`src/rtl/rgbled_frame_scheduler_if.sv`:
```
`default_nettype none
// ============================================================================
// rgbled_frame_scheduler_if : word stream from scheduler to LED serializer
// Revision: 1.0
// ============================================================================
interface rgbled_frame_scheduler_if #(
    parameter int BITS_PER_LED = 24
);
    logic [BITS_PER_LED-1:0] led_word;
    logic                    led_valid;
    logic                    led_ready;
    logic                    ser_idle;

    modport master (
        output led_word,
        output led_valid,
        input  led_ready,
        input  ser_idle
    );

    modport slave (
        input  led_word,
        input  led_valid,
        output led_ready,
        output ser_idle
    );
endinterface
`default_nettype wire

```
`src/rtl/rgbled_frame_scheduler.sv`:
```
`default_nettype none
// ============================================================================
// rgbled_frame_scheduler : double-buffers SPI frames, streams LED words to the
// serializer, enforces the latch gap and optionally refreshes the chain.
// Revision: 1.0
// ============================================================================
module rgbled_frame_scheduler #(
    parameter int LEDS           = 10,
    parameter int BITS_PER_LED   = 24,
    parameter int RESET_CYCLES   = 1500,
    parameter int REFRESH_CYCLES = 0
) (
    input  wire logic                         clk,
    input  wire logic                         reset,
    input  wire logic [LEDS*BITS_PER_LED-1:0] frame_data,
    input  wire logic                         frame_rdy,
    rgbled_frame_scheduler_if.master          led,
    output logic                              busy,
    output logic [7:0]                        frame_count,
    output logic                              overrun
);

    localparam int FRAME_W = LEDS * BITS_PER_LED;
    localparam int IDX_W   = (LEDS > 1) ? $clog2(LEDS) : 1;
    localparam int LAT_W   = (RESET_CYCLES > 1) ? $clog2(RESET_CYCLES) : 1;
    localparam int REF_W   = (REFRESH_CYCLES > 1) ? $clog2(REFRESH_CYCLES) : 1;
    localparam bit REF_EN  = (REFRESH_CYCLES > 0);

    localparam logic [IDX_W-1:0] LAST_IDX = IDX_W'(LEDS - 1);
    localparam logic [LAT_W-1:0] LAT_LAST = LAT_W'((RESET_CYCLES > 0) ? RESET_CYCLES - 1 : 0);
    localparam logic [REF_W-1:0] REF_LAST = REF_W'((REFRESH_CYCLES > 0) ? REFRESH_CYCLES - 1 : 0);

    typedef enum logic [1:0] {
        IDLE  = 2'd0,
        SEND  = 2'd1,
        DRAIN = 2'd2,
        LATCH = 2'd3
    } state_t;

    state_t             state;
    logic [2:0]         rdy_sync;
    logic               rdy_edge;
    logic [FRAME_W-1:0] shadow;
    logic [FRAME_W-1:0] work;
    logic               pending;
    logic [IDX_W-1:0]   index;
    logic [LAT_W-1:0]   latch_cnt;
    logic [REF_W-1:0]   refresh_cnt;

    // Word 0 is the most significant slice of the frame.
    function automatic logic [BITS_PER_LED-1:0] word_at(
        input logic [FRAME_W-1:0] frame,
        input logic [IDX_W-1:0]   k
    );
        logic [FRAME_W-1:0] shifted;
        shifted = frame >> (BITS_PER_LED * (LEDS - 1 - int'(k)));
        return shifted[BITS_PER_LED-1:0];
    endfunction

    // Two flops resynchronise frame_rdy; the third holds the previous level.
    always_ff @(posedge clk) begin
        if (reset) begin
            rdy_sync <= 3'b000;
        end else begin
            rdy_sync <= {rdy_sync[1:0], frame_rdy};
        end
    end

    assign rdy_edge = rdy_sync[1] & ~rdy_sync[2];

    always_ff @(posedge clk) begin
        if (reset) begin
            state         <= IDLE;
            shadow        <= '0;
            work          <= '0;
            pending       <= 1'b0;
            index         <= '0;
            latch_cnt     <= '0;
            refresh_cnt   <= '0;
            led.led_word  <= '0;
            led.led_valid <= 1'b0;
            busy          <= 1'b0;
            frame_count   <= 8'd0;
            overrun       <= 1'b0;
        end else begin
            overrun <= 1'b0;

            case (state)
                IDLE: begin
                    if (pending) begin
                        work          <= shadow;
                        pending       <= 1'b0;
                        index         <= '0;
                        refresh_cnt   <= '0;
                        led.led_word  <= word_at(shadow, '0);
                        led.led_valid <= 1'b1;
                        busy          <= 1'b1;
                        state         <= SEND;
                    end else if (REF_EN && (refresh_cnt == REF_LAST)) begin
                        index         <= '0;
                        refresh_cnt   <= '0;
                        led.led_word  <= word_at(work, '0);
                        led.led_valid <= 1'b1;
                        busy          <= 1'b1;
                        state         <= SEND;
                    end else if (REF_EN) begin
                        refresh_cnt <= refresh_cnt + 1'b1;
                    end
                end

                SEND: begin
                    if (led.led_valid && led.led_ready) begin
                        if (index == LAST_IDX) begin
                            led.led_valid <= 1'b0;
                            state         <= DRAIN;
                        end else begin
                            index        <= index + 1'b1;
                            led.led_word <= word_at(work, index + 1'b1);
                        end
                    end
                end

                DRAIN: begin
                    if (led.ser_idle) begin
                        latch_cnt <= '0;
                        state     <= LATCH;
                    end
                end

                LATCH: begin
                    if (latch_cnt == LAT_LAST) begin
                        frame_count <= frame_count + 8'd1;
                        busy        <= 1'b0;
                        state       <= IDLE;
                    end else begin
                        latch_cnt <= latch_cnt + 1'b1;
                    end
                end

                default: begin
                    led.led_valid <= 1'b0;
                    busy          <= 1'b0;
                    state         <= IDLE;
                end
            endcase

            // Placed last so a new arrival re-arms pending even on the cycle
            // IDLE consumes the previous one; the newest frame always wins.
            if (rdy_edge) begin
                shadow  <= frame_data;
                pending <= 1'b1;
                overrun <= pending;
            end
        end
    end

endmodule
`default_nettype wire

```
`src/flat_wrapper.sv`:
```
// flat-port wrapper written by rule: the top's interface ports become plain ports
module rgbled_frame_scheduler_flat 
#(
    parameter int LEDS           = 10,
    parameter int BITS_PER_LED   = 24,
    parameter int RESET_CYCLES   = 1500,
    parameter int REFRESH_CYCLES = 0
)
  (clk, reset, frame_data, frame_rdy, busy, frame_count, overrun, led_led_word, led_led_valid, led_led_ready, led_ser_idle);
  rgbled_frame_scheduler_if #(.BITS_PER_LED(BITS_PER_LED)) led_i ();
  input  wire logic clk;
  input  wire logic reset;
  input  wire logic [LEDS*BITS_PER_LED-1:0] frame_data;
  input  wire logic frame_rdy;
  output logic busy;
  output logic [7:0] frame_count;
  output logic overrun;
  output wire logic [$bits(led_i.led_word)-1:0] led_led_word;
  output wire logic [$bits(led_i.led_valid)-1:0] led_led_valid;
  input wire logic [$bits(led_i.led_ready)-1:0] led_led_ready;
  input wire logic [$bits(led_i.ser_idle)-1:0] led_ser_idle;
  assign led_led_word = led_i.led_word;
  assign led_led_valid = led_i.led_valid;
  assign led_i.led_ready = led_led_ready;
  assign led_i.ser_idle = led_ser_idle;
  rgbled_frame_scheduler #(.LEDS(LEDS), .BITS_PER_LED(BITS_PER_LED), .RESET_CYCLES(RESET_CYCLES), .REFRESH_CYCLES(REFRESH_CYCLES)) u_core (.clk(clk), .reset(reset), .frame_data(frame_data), .frame_rdy(frame_rdy), .led(led_i), .busy(busy), .frame_count(frame_count), .overrun(overrun));
endmodule
```
`config.mk`:
```
export PLATFORM = sky130hd
export DESIGN_NAME = rgbled_frame_scheduler_flat
export DESIGN_NICKNAME = d
export VERILOG_FILES = /design/src/rtl/rgbled_frame_scheduler_if.sv /design/src/rtl/rgbled_frame_scheduler.sv /design/src/flat_wrapper.sv
export SDC_FILE = /design/constraint.sdc
export NUM_CORES = 2
export LEC_CHECK = 0
export CAP_MARGIN = 25
export CORE_ASPECT_RATIO = 2
export CORE_UTILIZATION = 50
export DETAILED_ROUTE_END_ITERATION = 8
export GPL_TIMING_DRIVEN = 0
export PLACE_DENSITY_LB_ADDON = 0.1
export SYNTH_ARGS = -nofsm -noshare
export SYNTH_HDL_FRONTEND = slang
export SYNTH_SLANG_ARGS = --single-unit
```
`constraint.sdc`:
```
create_clock -name clk -period 5.18 [get_ports clk]
set_input_delay 1.554 -clock clk [delete_from_list [all_inputs] [get_ports clk]]
set_output_delay 1.554 -clock clk [all_outputs]
set_load 0.005 [all_outputs]
```
# After elaboration in Yosys (flattened, before gate mapping)
# Cells that the tools add are included.
[word_totals]
ff_bits = 536
out_inout_bits = 35
word_cells = 72
[op_classes]
addsub = 4
n_mul = 1
n_eq_ne = 12
shift = 1
mux = 25
bitwise = 3
n_reduce_logical = 14
[op_table]
columns = ["operator", "count"]
rows = [
  ["$shr A240 B32 Y24", 1],
  ["$mux W24", 3],
  ["$pmux W24 S2", 1],
  ["$mul A3 B32 Y29 const A", 1],
  ["$mux W11", 2],
  ["$pmux W11 S2", 1],
  ["$mux W4", 3],
  ["$add A11 B1 Y11 const B", 1],
  ["$eq A11 B11 Y1 const B", 1],
  ["$mux W2", 5],
  ["$add A8 B1 Y8 const B", 1],
  ["$ne A2 B1 Y1 const B", 4],
  ["$pmux W2 S4", 1],
  ["$pmux W4 S2", 1],
  ["$reduce_and A4 Y1", 2],
  ["$reduce_bool A2 Y1", 4],
  ["$mux W1", 6],
  ["$ne A2 B2 Y1 const B", 3],
  ["$reduce_and A3 Y1", 2],
  ["$reduce_and A5 Y1", 1],
  ["$sub A4 B4 Y5 const A", 1],
  ["$add A4 B1 Y4 const B", 1],
  ["$eq A2 B2 Y1 const B", 2],
  ["$eq A4 B4 Y1 const B", 1],
  ["other kinds (8)", 11],
]

# Depth between registers and ports, before layout
[depth]
depth_word = 7
depth_mapped = 24
depth_no_buf = 20

# Worst setup path after synthesis
# No wires, ideal clock.
[synth_timing]
path_kind = "register to register"
start = "register u_core.index[0]"
end = "register u_core.led.led_word[12]"
setup_ps = 79
arrival_time_ps = 5593
required_time_ps = 5101
setup_slack_ps = -492
stages_incl_launch_ff = 23
cell_sequence = "dfxtp_1 -> buf_2 -> buf_2 -> buf_2 -> buf_2 -> clkbuf_1 -> nand3_1 -> xnor2_1 -> ha_1 -> inv_1 -> fa_1 -> nor2b_1 -> o21ai_0 -> or2_1 -> ha_1 -> nand4b_1 -> or4_1 -> or4b_4 -> a21boi_1 -> o221ai_1 -> o31ai_1 -> a221oi_1 -> a211oi_2"
[synth_between]
elab_chain_len = 7
[synth_rtl]
columns = ["element", "line", "source"]
rows = [
  ["from (decl)", "rgbled_frame_scheduler.sv:46", "logic [IDX_W-1:0] index;"],
  ["from (signal assigned)", "rgbled_frame_scheduler.sv:117", "index <= index + 1'b1;"],
  ["$add A4 B1 Y4", "rgbled_frame_scheduler.sv:118", "led.led_word <= word_at(work, index + 1'b1);"],
  ["$sub A4 B4 Y5", "rgbled_frame_scheduler.sv:56", "shifted = frame >> (BITS_PER_LED * (LEDS - 1 - int'(k)));"],
  ["$mul A3 B32 Y29", "rgbled_frame_scheduler.sv:56", ""],
  ["$shr A240 B32 Y24", "rgbled_frame_scheduler.sv:56", ""],
  ["$mux W24", "rgbled_frame_scheduler.sv:113", "if (index == LAST_IDX) begin"],
  ["$mux W24", "rgbled_frame_scheduler.sv:112", "if (led.led_valid && led.led_ready) begin"],
  ["$pmux W24 S2", "rgbled_frame_scheduler.sv:88", "case (state)"],
  ["to (signal assigned)", "rgbled_frame_scheduler.sv:95", "led.led_word <= word_at(shadow, '0);"],
  ["to (signal assigned)", "rgbled_frame_scheduler.sv:102", "led.led_word <= word_at(work, '0);"],
  ["to (signal assigned)", "rgbled_frame_scheduler.sv:118", ""],
  ["to (decl)", "rgbled_frame_scheduler_if.sv:15", "output led_word,"],
]
# Parallel ways exist; a longest one is shown, timed or not. The select of a mux whose other input is x is not followed.
# A chain may end at the register's enable or synchronous reset.

# Worst setup path in the final report
# Same ends and word-level chain as after synthesis.

==> flow_summary.ini <==
[routing]
detailroute.wirelength.met3_um = 6110
vias_after_detailed_routing = 23368
route.final.wire_length_um = 97800
detailedRoute.firstPassIterationCount = 6
dr_wl_met2_um = 51700
drc = 0
dr.first_iter.drc_count = 1891
detail_route.wl_per_cell_um = 25.0
drt.antenna.violating_nets = 0
via_per_inst = 5.98
m1WireLength_um = 30400
highest_layer = met5

[floorplanning]
die_width_um = 160
core_region_area_um2 = 49100
die_area_um2 = 50700
num_io_pins = 280
initial_utilization_pct = 50.6
row_count = 115
fp.dieH_um = 317

[final_layout]
design.final.nets = 3499
layout.cells.most_common = sky130_fd_sc_hd__nand2_1
drive_above_1_share_pct = 10.8
fillers = 4302
finalNonFillerCells = 3907
area_delta_synth_final_pct = 22.9
most-common-layout-cells = sky130_fd_sc_hd__nand2_1, sky130_fd_sc_hd__dfxtp_1, sky130_fd_sc_hd__a21oi_1, sky130_fd_sc_hd__clkdlybuf4s50_1, sky130_fd_sc_hd__clkbuf_1

[critical_path]
critical-path-top-delay-family = simple AND/OR/NAND/NOR gates
worstPathCellList = buf_6 -> ha_4 -> buf_8 -> clkinv_8 -> ha_4 -> inv_2 -> ha_4 -> inv_2 -> fa_2 -> nor2b_4 -> o21ai_4 -> or2_1 -> ha_2 -> or2_4 -> or4_4 -> nor3_4 -> buf_6 -> or2_1 -> buf_6 -> a21o_1 -> o211ai_1 -> a221o_1 -> a211oi_2
highest_net_fanout_along_the_worst_path = 5
crit_path_max_incr_delay_ns = 0.56
crit-reg2reg-capture = u_core.led.led_word[12]$_SDFFE_PP0P_
cpMaxStageDelayCell = sky130_fd_sc_hd__or4_4
worst-endpoint-required_ns = 5.67
regToRegStartpoint = u_core.index[0]$_SDFFE_PP0P_
worst_setup_path_end_kind = flop
worst_r2r_path_depth = 23
timing_worst_setup_path_type = reg -> reg
reg2reg_slack_ns = 0.04
timing.critical_path.buf_inv = 7
kind_of_launch_point_of_the_worst_setup_path = flop
timing.critical_path.arrival_ns = 5.63

[synthesis]
share_of_the_synthesized_area_in_the_top_cell_type_pct = 43.2
dominantRegCellSynth = sky130_fd_sc_hd__dfxtp_1
synth-seq-cells = 536
synth_fp_nets = 3148
synth_area_leader_cell = sky130_fd_sc_hd__dfxtp_1
netlist-cell-type-count = 66
post_synth_instance_area_um2 = 24900
synth.yosys.warnings = 0
post_synth_main_area_contributors = sky130_fd_sc_hd__dfxtp_1, sky130_fd_sc_hd__mux4_2, sky130_fd_sc_hd__nand2_1
synth-edff-count = 0
synth-seq-area-share_pct = 43.2
postSynthCellCount = 2879
synthArstFlopShare_pct = 0
syn_avg_cell_area_um2 = 8.63

[timing]
max_slew.worst_pin.slew_ns = 1.13
fin_skew_ns = 0.0172
top_achievable_clock_speed_ghz = 0.195
minimum_period_implied_by_the_final_worst_setup_slack_ns = 5.14
rsz0062_at_grt = true
min_period_over_period_pct = 99.2
timing.final.max_slew_violations = 0
max-slew-margin-rel_pct = 24.9
hold-worst-slack_ns = 0.451
finalSetupTns_ns = 0
finalSetupViolations = 0
final-hold-violation-count = 0

[clock_tree]
tritoncts.num_buffers = 46
cts_hold_buf = 0
cts.clk_slew.worst_paths_ns = 0.07
clkLatencyLatePin_ns = 0.59
clockRootBuffer = sky130_fd_sc_hd__clkbuf_16
ctsLongestPathBuffers = 3
tritoncts_num_sinks = 536
htree_num_levels = 2
tritoncts_clock_tree = built

[grt]
first_global_vias = 23347
global_route.usage.total_pct = 38.5
largest_net_degree_at_the_start_of_global_routing = 19
gr-total-overflow = 0
antenna_found_initial = 3
first_pass_grt_wire_length_um = 143000

[pwr]
share_seq_of_total_power_pct = 44.1
power.static_leakage_nw = 10.2
clock_power_share_pct = 36.3
p_int_mw = 7.03
worst_ir_drop_vdd_mv = 0.341
p_sw_mw = 2.85
pwr_density_cell_nw_per_um2 = 324
pwr-share-comb_pct = 19.6
switching_share_pct = 28.8
report.power.total_mw = 9.88

[placed_design]
gp_congestion = 1.09
count_of_port_buffers_added_during_placement = 278
hpwl_um = 77300
dp.cells = 3800

[hold_path]
worst_hold_path.num_cells = 1
class_of_the_most_critical_hold_timing_path = reg -> reg
worst_hold_startpoint = u_core.rdy_sync[0]$_SDFF_PP0_
hold_path_end = u_core.rdy_sync[1]$_SDFF_PP0_

[run_status]
run_status = completed

[job]
max_cap_viol_count = 0
[how the worst max path moves through the flow]
stage                                      start                                   end  slack [ns]  depth (start not counted)
floorplan           u_core.index[0]$_SDFFE_PP0P_  u_core.led.led_word[12]$_SDFFE_PP0P_        0.01                         22
global placement    u_core.index[0]$_SDFFE_PP0P_  u_core.led.led_word[12]$_SDFFE_PP0P_       -1.52                         24
detailed placement  u_core.index[0]$_SDFFE_PP0P_  u_core.led.led_word[12]$_SDFFE_PP0P_       -1.49                         24
CTS                 u_core.index[1]$_SDFFE_PP0P_  u_core.led.led_word[12]$_SDFFE_PP0P_      -0.005                         24
global route        u_core.index[1]$_SDFFE_PP0P_  u_core.led.led_word[12]$_SDFFE_PP0P_       -0.07                         21
finish              u_core.index[0]$_SDFFE_PP0P_  u_core.led.led_word[12]$_SDFFE_PP0P_        0.04                         23
[flip-flops by register name, indices dropped and copies added (netlist names)]
register,count
u_core.overrun,1
u_core.state,2
u_core.busy,1
u_core.led.led_valid,1
u_core.pending,1
u_core.index,4
u_core.latch_cnt,11
u_core.rdy_sync,3
u_core.shadow,240
u_core.work,240
u_core.led.led_word,24
u_core.frame_count,8
[timing repair]
| action | in CTS | in global routing |
|---|---|---|
| setup endpoints to repair | 24 | 16 |
| resized for setup | 33 | 34 |
| setup buffers | 10 | 11 |
| pin swaps | 8 | 28 |
[Yosys cell counts, types with 13 or more instances]
library cell,count
sky130_fd_sc_hd__nand2_1,1014
sky130_fd_sc_hd__dfxtp_1,536
sky130_fd_sc_hd__a21oi_1,530
sky130_fd_sc_hd__clkbuf_1,198
sky130_fd_sc_hd__mux4_2,183
sky130_fd_sc_hd__nor2_1,66
sky130_fd_sc_hd__o21ai_0,24
sky130_fd_sc_hd__ha_1,23
sky130_fd_sc_hd__and3_1,20
sky130_fd_sc_hd__o22ai_1,20
sky130_fd_sc_hd__mux2i_1,19
sky130_fd_sc_hd__buf_1,17
sky130_fd_sc_hd__buf_2,17
sky130_fd_sc_hd__inv_1,16
sky130_fd_sc_hd__nand3_1,15
sky130_fd_sc_hd__a31oi_1,14
sky130_fd_sc_hd__nor3_1,14
sky130_fd_sc_hd__a22oi_1,13
sky130_fd_sc_hd__xor2_1,13
[power groups by stage]
stage / combinational, mW / sequential (mW) / clock, mW
3_3_place_gp: 1.79 / 4.44 / 0
6_report: 1.94 / 4.36 / 3.59
2_1_floorplan: 1.09 / 4.40 / 0
4_1_cts: 1.85 / 4.35 / 3.61
3_5_place_dp: 1.81 / 4.44 / 0
5_1_grt: 2.05 / 4.36 / 3.78
[cells by family (layout without fill, tap and decap cells)]
family                     after synthesis  count (layout)  share of synthesized area (%)
AOI/OAI and AO/OA                      666             666                           14.7
xor gates and xnor gates                19              19                          0.670
adders and majority gates               24              24                           1.24
buffers and inverters                  256             640                           4.06
DFF                                    536             536                           43.2
muxes                                  202             202                           17.4
other                                    0               1                              0
and+or+nand+nor                       1176            1176                           18.8
[layout make-up]
class                           count  area, um^2  share of cell area, %
Clock buffer                       62        1290                   4.23
Buffer                            233         981                   3.21
Clock inverter                     19         244                  0.799
Timing Repair Buffer              306        3030                   9.94
Antenna cell                        1        2.50                0.00820
Inverter                           20        95.1                  0.311
Tap cell                          643         805                   2.64
Sequential cell                   536       10700                   35.2
Multi-Input combinational cell   2087       13300                   43.7
[per-layer routing]
metal / track usage (%) / vias to the layer above
li1: - / 10680
met1: 36.0 / 11146
met2: 72.3 / 1139
met3: 6.23 / 399
met4: 33.6 / 4
met5: 0 / -
[per-stage QoR]
step / setup WS (ns) / area (um^2) / util [%]
CTS: -0.00486 / 30200 / 61.6
floorplan: 0.0113 / 24900 / -
finish: 0.0438 / 30500 / 62.2
global placement: -1.52 / 28500 / 58.0
global route: -0.0703 / 30500 / 62.2
detailed placement: -1.49 / 28500 / 58.0
(Power assumes the default switching activity.)
